[config.mk]
export PLATFORM = sky130hd
export DESIGN_NAME = sig_framer
export DESIGN_NICKNAME = d
export VERILOG_FILES = /design/src/rtl/sig_framer.sv
export SDC_FILE = /design/constraint.sdc
export NUM_CORES = 1
export LEC_CHECK = 0
export CAP_MARGIN = 20
export CORE_MARGIN = 1
export CORE_UTILIZATION = 30
export CTS_CLUSTER_SIZE = 40
export DETAILED_ROUTE_END_ITERATION = 8
export PLACE_DENSITY = 0.61
export SLEW_MARGIN = 20
export SYNTH_ARGS = -nofsm -noshare
export SYNTH_HDL_FRONTEND = slang
export SYNTH_SLANG_ARGS = --single-unit
[constraint.sdc]
create_clock -name clk -period 5.4 [get_ports clk]
set_clock_uncertainty 0.15 [all_clocks]
set_input_delay 1.08 -clock clk [delete_from_list [all_inputs] [get_ports clk]]
set_output_delay 1.08 -clock clk [all_outputs]
set_load 0.05 [all_outputs]
[src/rtl/sig_framer.sv]
// rtl/sig_framer.sv - tags an upstream word stream into C/Z/H signature sections behind a 2-entry FIFO.
// Optional macro SIG_FRAMER_STALL_CNT_EN adds the stall_cnt output.
module sig_framer #(
  parameter int W     = 64,
  parameter int CNT_W = 16
) (
  input  logic             clk,
  input  logic             rst,
  input  logic             start,
  input  logic             order,
  input  logic [CNT_W-1:0] z_words,
  input  logic [CNT_W-1:0] h_words,
  input  logic [CNT_W-1:0] c_words,
  input  logic             s_valid,
  output logic             s_ready,
  input  logic [W-1:0]     s_data,
  output logic             m_valid,
  input  logic             m_ready,
  output logic [W-1:0]     m_data,
  output logic [1:0]       m_sec,
  output logic             m_last,
  output logic             busy,
  output logic             done
`ifdef SIG_FRAMER_STALL_CNT_EN
  ,
  output logic [31:0]      stall_cnt
`endif
);

  typedef enum logic [2:0] {IDLE, SEC0, SEC1, SEC2, DRAIN} state_e;

  localparam int EW = W + 3;

  state_e           state_q, state_d;
  logic             order_q;
  logic [CNT_W-1:0] len0_q, len1_q, len2_q;
  logic [CNT_W-1:0] sec_cnt_q, sec_cnt_d;
  logic [EW-1:0]    mem_q [2];
  logic             wr_ptr_q, rd_ptr_q;
  logic [1:0]       fill_q, fill_d;
  logic             s_ready_q, busy_q, done_q;

  logic             start_acc, push, pop, word_end, finish, head_last;
  logic [CNT_W-1:0] in_len0, in_len1, in_len2, cur_len;
  logic [1:0]       cur_tag;
  state_e           first_sec, after_sec;

  // Slot lengths in transmission order: order=1 -> Z,H,C; order=0 -> C,Z,H.
  assign in_len0 = order ? z_words : c_words;
  assign in_len1 = order ? h_words : z_words;
  assign in_len2 = order ? c_words : h_words;

  assign first_sec = (in_len0 != '0) ? SEC0 :
                     (in_len1 != '0) ? SEC1 :
                     (in_len2 != '0) ? SEC2 : DRAIN;

  assign start_acc = start & (state_q == IDLE) & ~done_q;
  assign push      = s_valid & s_ready_q;
  assign pop       = (fill_q != 2'd0) & m_ready;
  assign head_last = mem_q[rd_ptr_q][EW-1];

  always_comb begin
    cur_len   = '0;
    cur_tag   = 2'd0;
    after_sec = DRAIN;
    case (state_q)
      SEC0: begin
        cur_len   = len0_q;
        cur_tag   = order_q ? 2'd1 : 2'd0;
        after_sec = (len1_q != '0) ? SEC1 : ((len2_q != '0) ? SEC2 : DRAIN);
      end
      SEC1: begin
        cur_len   = len1_q;
        cur_tag   = order_q ? 2'd2 : 2'd1;
        after_sec = (len2_q != '0) ? SEC2 : DRAIN;
      end
      SEC2: begin
        cur_len   = len2_q;
        cur_tag   = order_q ? 2'd0 : 2'd2;
        after_sec = DRAIN;
      end
      default: ;
    endcase
  end

  // Only nonzero sections are ever entered, so cur_len-1 cannot underflow there.
  assign word_end = (sec_cnt_q == cur_len - CNT_W'(1));

  always_comb begin
    state_d   = state_q;
    sec_cnt_d = sec_cnt_q;
    finish    = 1'b0;
    case (state_q)
      IDLE: begin
        if (start_acc) begin
          sec_cnt_d = '0;
          if (first_sec == DRAIN) begin
            finish  = 1'b1;
            state_d = IDLE;
          end else begin
            state_d = first_sec;
          end
        end
      end
      SEC0, SEC1, SEC2: begin
        if (push) begin
          if (word_end) begin
            sec_cnt_d = '0;
            state_d   = after_sec;
          end else begin
            sec_cnt_d = sec_cnt_q + CNT_W'(1);
          end
        end
      end
      DRAIN: begin
        if (pop && head_last) begin
          finish  = 1'b1;
          state_d = IDLE;
        end
      end
      default: state_d = IDLE;
    endcase
  end

  assign fill_d = fill_q + {1'b0, push} - {1'b0, pop};

  always_ff @(posedge clk) begin
    if (rst) begin
      state_q   <= IDLE;
      order_q   <= 1'b0;
      len0_q    <= '0;
      len1_q    <= '0;
      len2_q    <= '0;
      sec_cnt_q <= '0;
      mem_q[0]  <= '0;
      mem_q[1]  <= '0;
      wr_ptr_q  <= 1'b0;
      rd_ptr_q  <= 1'b0;
      fill_q    <= 2'd0;
      s_ready_q <= 1'b0;
      busy_q    <= 1'b0;
      done_q    <= 1'b0;
    end else begin
      state_q   <= state_d;
      sec_cnt_q <= sec_cnt_d;
      fill_q    <= fill_d;
      if (start_acc) begin
        order_q <= order;
        len0_q  <= in_len0;
        len1_q  <= in_len1;
        len2_q  <= in_len2;
      end
      if (push) begin
        mem_q[wr_ptr_q] <= {word_end && (after_sec == DRAIN), cur_tag, s_data};
        wr_ptr_q        <= ~wr_ptr_q;
      end
      if (pop) begin
        rd_ptr_q <= ~rd_ptr_q;
      end
      s_ready_q <= ((state_d == SEC0) || (state_d == SEC1) || (state_d == SEC2)) &&
                   (fill_d != 2'd2);
      busy_q    <= (state_d != IDLE);
      done_q    <= finish;
    end
  end

  assign s_ready = s_ready_q;
  assign m_valid = (fill_q != 2'd0);
  assign {m_last, m_sec, m_data} = mem_q[rd_ptr_q];
  assign busy    = busy_q;
  assign done    = done_q;

`ifdef SIG_FRAMER_STALL_CNT_EN
  logic [31:0] stall_cnt_q;

  always_ff @(posedge clk) begin
    if (rst || start_acc) begin
      stall_cnt_q <= '0;
    end else if (busy_q && m_valid && !m_ready && (stall_cnt_q != '1)) begin
      stall_cnt_q <= stall_cnt_q + 32'd1;
    end
  end

  assign stall_cnt = stall_cnt_q;
`endif

endmodule

; ---- Word-level counts from Yosys, hierarchy flattened
; Memory sizes are Yosys's and may differ from the RTL's. A register that Yosys moved wholly into a read port is not among the register bits.
; Index checks and enable logic that the tools add are counted.
[word_totals]
mem_bits_rw = 134
regBits = 75
in_bits = 118
word_cells = 92
out_inout_bits = 71
memories = 1
[classes]
n_mux = 38
eq_ne = 13
n_bitwise = 7
addsub = 4
n_reduce_logical = 17
[memory_table]
columns = memory, words, word_bits, read_ports, rd_ports_with_merged_regs, wr, line_no
row1 = mem_q, 2, 67, 1, 1, 2, 38  ; logic [EW-1:0] mem_q [2];
[op_table]
columns = op, count
row1 = 2-to-1 mux 16 bit, 6
row2 = nonzero test 16 bit, 5
row3 = 2-to-1 mux 67 bit, 1
row4 = OR reduction 67 bit, 1
row5 = case mux 16 bit (3 select lines), 1
row6 = case mux 16 bit (2 select lines), 1
row7 = 2-to-1 mux 3 bit, 10
row8 = adder 16 x 1 -> 16 bit (second input constant), 1
row9 = == test 16 bit, 1
row10 = subtractor 16 x 1 -> 16 bit (second input constant), 1
row11 = 2-to-1 mux 1 bit, 13
row12 = == test 3 x 2 -> 1 bit (second input constant), 4
row13 = == test 3 bit (second input constant), 3
row14 = case mux 3 bit (3 select lines), 1
row15 = == test 3 x 1 -> 1 bit (second input constant), 2
row16 = inequality test 2 bit (second input constant), 3
row17 = case mux 2 bit (3 select lines), 1
row18 = case mux 3 bit (2 select lines), 1
row19 = AND 1 bit, 4
row20 = 2-to-1 mux 2 bit, 2
row21 = nonzero test 2 bit, 2
row22 = logical AND 1 bit, 3
row23 = zero test 3 bit, 1
row24 = inverter 1 bit, 3
row25 = other kinds (7), 8

; ---- Depth between registers and ports, before layout
[logic_depth]
word_depth = 13
ltp_mapped = 16
mapped_depth_nobuf = 11

; ---- Worst setup path before layout
; OpenSTA, ideal clock, no wires.
[synth_timing]
path_kind = input-to-reg
start = input port s_valid
end = memory mem_q[0][0] (netlist bit), enable pin
required_ps = 4744
path_slack_ps = 320
cell_stages = 2
arrival_time_ps = 4424
setup_ps = 506
n_path_buf = 0
cell_sequence = nand2_1 o21bai_1
[synth_lines]
columns = item, line_no
row1 = "start, declared", 14  ; input logic s_valid,
row2 = "end, declared", 38

; ---- Worst setup path after layout
[layout_timing]
start = register state_q[0]
end = register sec_cnt_q[10]
[layout_via]
elab_chain_len = 7
word_cells_on_any_way = 17
classes_between = 1 x add/sub / 6 x eq/ne / 4 x mux / 2 x bitwise / 4 x reduce/logical
[layout_rtl]
columns = item, line_no
row1 = "start, declared", 34  ; state_e state_q, state_d;
row2 = "start signal, assigned", 144  ; state_q <= state_d;
row3 = == test 3 x 2 -> 1 bit or == test 3 x 1 -> 1 bit (tied branches), "66, 93"
row4 = case mux 16 bit (3 select lines), 66  ; case (state_q)
row5 = subtractor 16 x 1 -> 16 bit, 87  ; assign word_end = (sec_cnt_q == cur_len - CNT_W'(1));
row6 = == test 16 bit, 87
row7 = 2-to-1 mux 16 bit, 107  ; if (word_end) begin
row8 = 2-to-1 mux 16 bit, 106  ; if (push) begin
row9 = case mux 16 bit (2 select lines), 93  ; case (state_q)
row10 = "end signal, assigned", 145  ; sec_cnt_q <= sec_cnt_d;
row11 = "end, declared", 37  ; logic [CNT_W-1:0] sec_cnt_q, sec_cnt_d;
; Several ways; a longest one is shown, not always the timed one. The select of a mux whose other input is x is not followed.
; A chain may end at the register's enable or synchronous reset.

==> key figures <==
Clock network
  – # hold bufs at CTS: 0
  – Post-CTS setup buffers: 0
  – H-tree depth: 1
  – CTS tree: built
  – Sinks on Clock Net: 210
  – Max clock buf depth: 3
  – CTS clock-pin slew for the worst setup and hold paths: 60 ps
  – Clk_lat worst skew: 540 ps
  – Post-CTS resize count: 0
  – CTS Buf Count: 25
  – Root buf cell: clkbuf_16

Logic synthesis
  – Syn Nets: about 1000
  – Syn avg cell area: 11.40 um^2
  – Post-synth top flop: edfxtp_1
  – Number of synthesized flops with an enable pin: 134
  – Post-synth cell types: 64
  – YS warnings: 0
  – FFs w/ async S/R, synth: 0%
  – Synth Cell Area: ~10000 um^2
  – Synth Register Bits: 210
  – Seq/Total Area, Yosys: a little over half
  – Synth Instances: 921

Place
  – Setup WS pre-CTS: 1185 ps
  – Placed Area: 12810 um^2
  – Cells after DPL: approximately 1500
  – GPL Wtd Cong: 0.7839
  – IO Port Bufs: roughly 190
  – Hpwl dp: 18.51 mm

Floorplan
  – Ports: between 150 and 200
  – Core outline area: roughly 34000 um^2
  – Initial core utilization: between 30% and 40%
  – Die area: around 36000 um^2
  – Die Ht: 189.1 um
  – Chip Width: 189.1 um
  – Row count: 68

Route
  – Initial DRC Count: roughly 370
  – Total Routed Length: ~27 mm
  – Detailed-route via count: 7754
  – Vias per inst: around 5.0
  – DR pass1 iterations: 5
  – Post-DR wirelength/cell: between 15 and 20 um
  – DRC errors left: 0
  – ANT nets after route: 0

STA
  – Max-slew headroom at the worst pin: 31.75%
  – Final setup violation count: 0
  – Fmax: between 200 and 250 MHz
  – Final min period: 4276 ps
  – Hold Fails Final Rpt: 0
  – Final Max Tran Viols: 0
  – Post-route setup slack: 1124 ps
  – Worst slew pin tran: ~1000 ps
  – Total negative slack: 0 ps
  – Final period utilization: 79.19%
  – Unrepaired setup endpoints after global routing: false

Global routing
  – Gr ovfl total: 0
  – First-pass GRT wire length: 42.86 mm
  – Largest net degree at the start of global routing: 68
  – Initial antenna violation count: 0
  – Via count of the first global-routing pass: 7648
  – Total Routing Usage GR: 15.04%

Run status
  – Outcome: complete, no violations

Pwr
  – Total power: around 0.0053 W
  – Power Internal: 0.003552 W
  – Switching Fraction: 32.75%
  – Sw Pwr: approximately 0.0017 W
  – Reg power frac: 37.7%
  – Worst VDD drop: around 0.22 mV
  – Leak: 5.098 nW
  – PwrDens: 386.0 nW/um^2
  – Clock share of power: 33.3%
  – Logic gate share of total power: about 29%

Worst setup path
  – Worst r2r src: state_q[0]
  – Crit-path max FO: 25
  – CP required: approximately 5700 ps
  – CP startpoint kind: flip-flop
  – WS Path Type: flip-flop to flip-flop
  – Setup crit end kind: flip-flop
  – Reg-to-reg slack, setup: around 1100 ps
  – Crit path launch: state_q[0]
  – CP arrival: around 4500 ps

Worst hold path
  – Hold WC Path Type: flip-flop to flip-flop
  – Hold path startpoint: len0_q[14]

Cells and area
  – Most frequent cells in the layout: 186 x clkdlybuf4s50_1, 134 x edfxtp_1, 129 x and2_1
  – Fillers: 3332
  – Synthesis-to-finish area growth: 30.37%
  – Final nets: 1209
  – Ant diodes: 0
  – Non-filler cells, final: ~1600
  – Commonest non-fill, non-tap cell in the layout: clkdlybuf4s50_1
  – Share of layout cells above drive strength 1: between 10% and 20%
  – Design Area, Final: 13690 um^2

Run
  – Max cap viols: 0
==> metrics by stage <==
step / hold slack [ps] / util (%)
2_1_floorplan: 320.5 / -
3_3_place_gp: 344.4 / 37.18
3_5_place_dp: 345.3 / 37.18
4_1_cts: 353.2 / 39.72
5_1_grt: 370.4 / 39.72
6_report: 352.7 / 39.72
==> cell type report <==
cell class / instances / area [um^2] / area share (%)
clock buffers: 34 / 720.7 / 5.266
clock inverters: 12 / 155.1 / 1.134
inverters: 11 / 41.29 / 0.3017
multi-input cells: 640 / 4696 / 34.31
flip-flops and latches: 210 / 5549 / 40.55
well taps: 455 / 569.3 / 4.160
repair buffers: 199 / 1954 / 14.28
==> registers in the layout, indices dropped and copies added (netlist names), named ones only <==
name	count
wr_ptr_q	1
len2_q	16
rd_ptr_q	1
len0_q	16
order_q	1
fill_q	2
state_q	3
sec_cnt_q	16
s_ready	1
len1_q	16
done	1
mem_q	134
busy	1
==> power groups by stage <==
stage / clock network [W] / logic (W) / registers, W
floorplan: 0 / 0.00109 / 0.00194
global placement: 0 / 0.00153 / 0.00203
detailed placement: 0 / 0.00154 / 0.00203
CTS: 0.00180 / 0.00155 / 0.00200
global route: 0.00187 / 0.00161 / 0.00202
finish: 0.00176 / 0.00153 / 0.00199
==> critical path, cell delays in order, from the launching register on <==
cell	delay (ps)
dfxtp_1	520
buf_4	310
mux2_4	320
a32oi_1	220
or4b_1	680
nor2_2	330
mux2i_1	120
nor4_1	460
nand3_2	210
o21ai_2	150
buf_4	280
nor3_1	90
a211o_1	300
==> synthesized netlist by cell type (all sizes together) (4+ instances only) <==
master    n  area (um^2)
nand2b    5        31.28
nand4     8        50.05
nor2     85        321.6
nor3     10        50.05
and3      6        37.54
a21oi     7        38.79
buf      14        77.57
a211o    10        87.58
xor2     11        96.34
nand2    32        120.1
inv      11        41.29
edfxtp  134         4024
and2    130        813.3
or3       4        25.02
dfxtp    76         1521
mux2i    50        500.5
nor4     36        240.2
nand3    13        70.07
a31oi     4        25.02
a32o      4        40.04
o21ai    10        53.80
nor4b     6        52.55
mux2     84        949.7
a211oi   48        360.4
nor2b     6        37.54
ha        4        50.05
xnor2    19        166.4
a32oi    12        105.1
clkbuf   46        172.7
==> final timing paths <==
| check | to | cells past startpoint |
|---|---|---|
| max | sec_cnt_q[10] | 12 |
| max reg2reg | sec_cnt_q[10] | 12 |
| min | len0_q[14] | 2 |
| min reg2reg | len0_q[14] | 2 |
==> cells by family (layout without fill, tap and decap cells) <==
logic type	after synthesis	after routing	share of synthesized area [%]
flops	210	210	52.82
fa+ha+maj	4	4	0.4768
simple gates	355	355	18.72
compound gates	116	116	8.665
mux	134	134	13.81
buf+inv	71	256	2.777
xor+xnor	31	31	2.717
==> metal layers <==
layer / track usage [%] / up-vias / share of wire (%)
met5: 0 / - / 0
met4: 3.071 / 0 / 1.6
met3: 2.706 / 32 / 6.0
met2: 24.56 / 216 / 46
met1: 20.73 / 3754 / 46
li1: - / 3752 / -
Note: power is estimated with default switching activity, not from simulation.
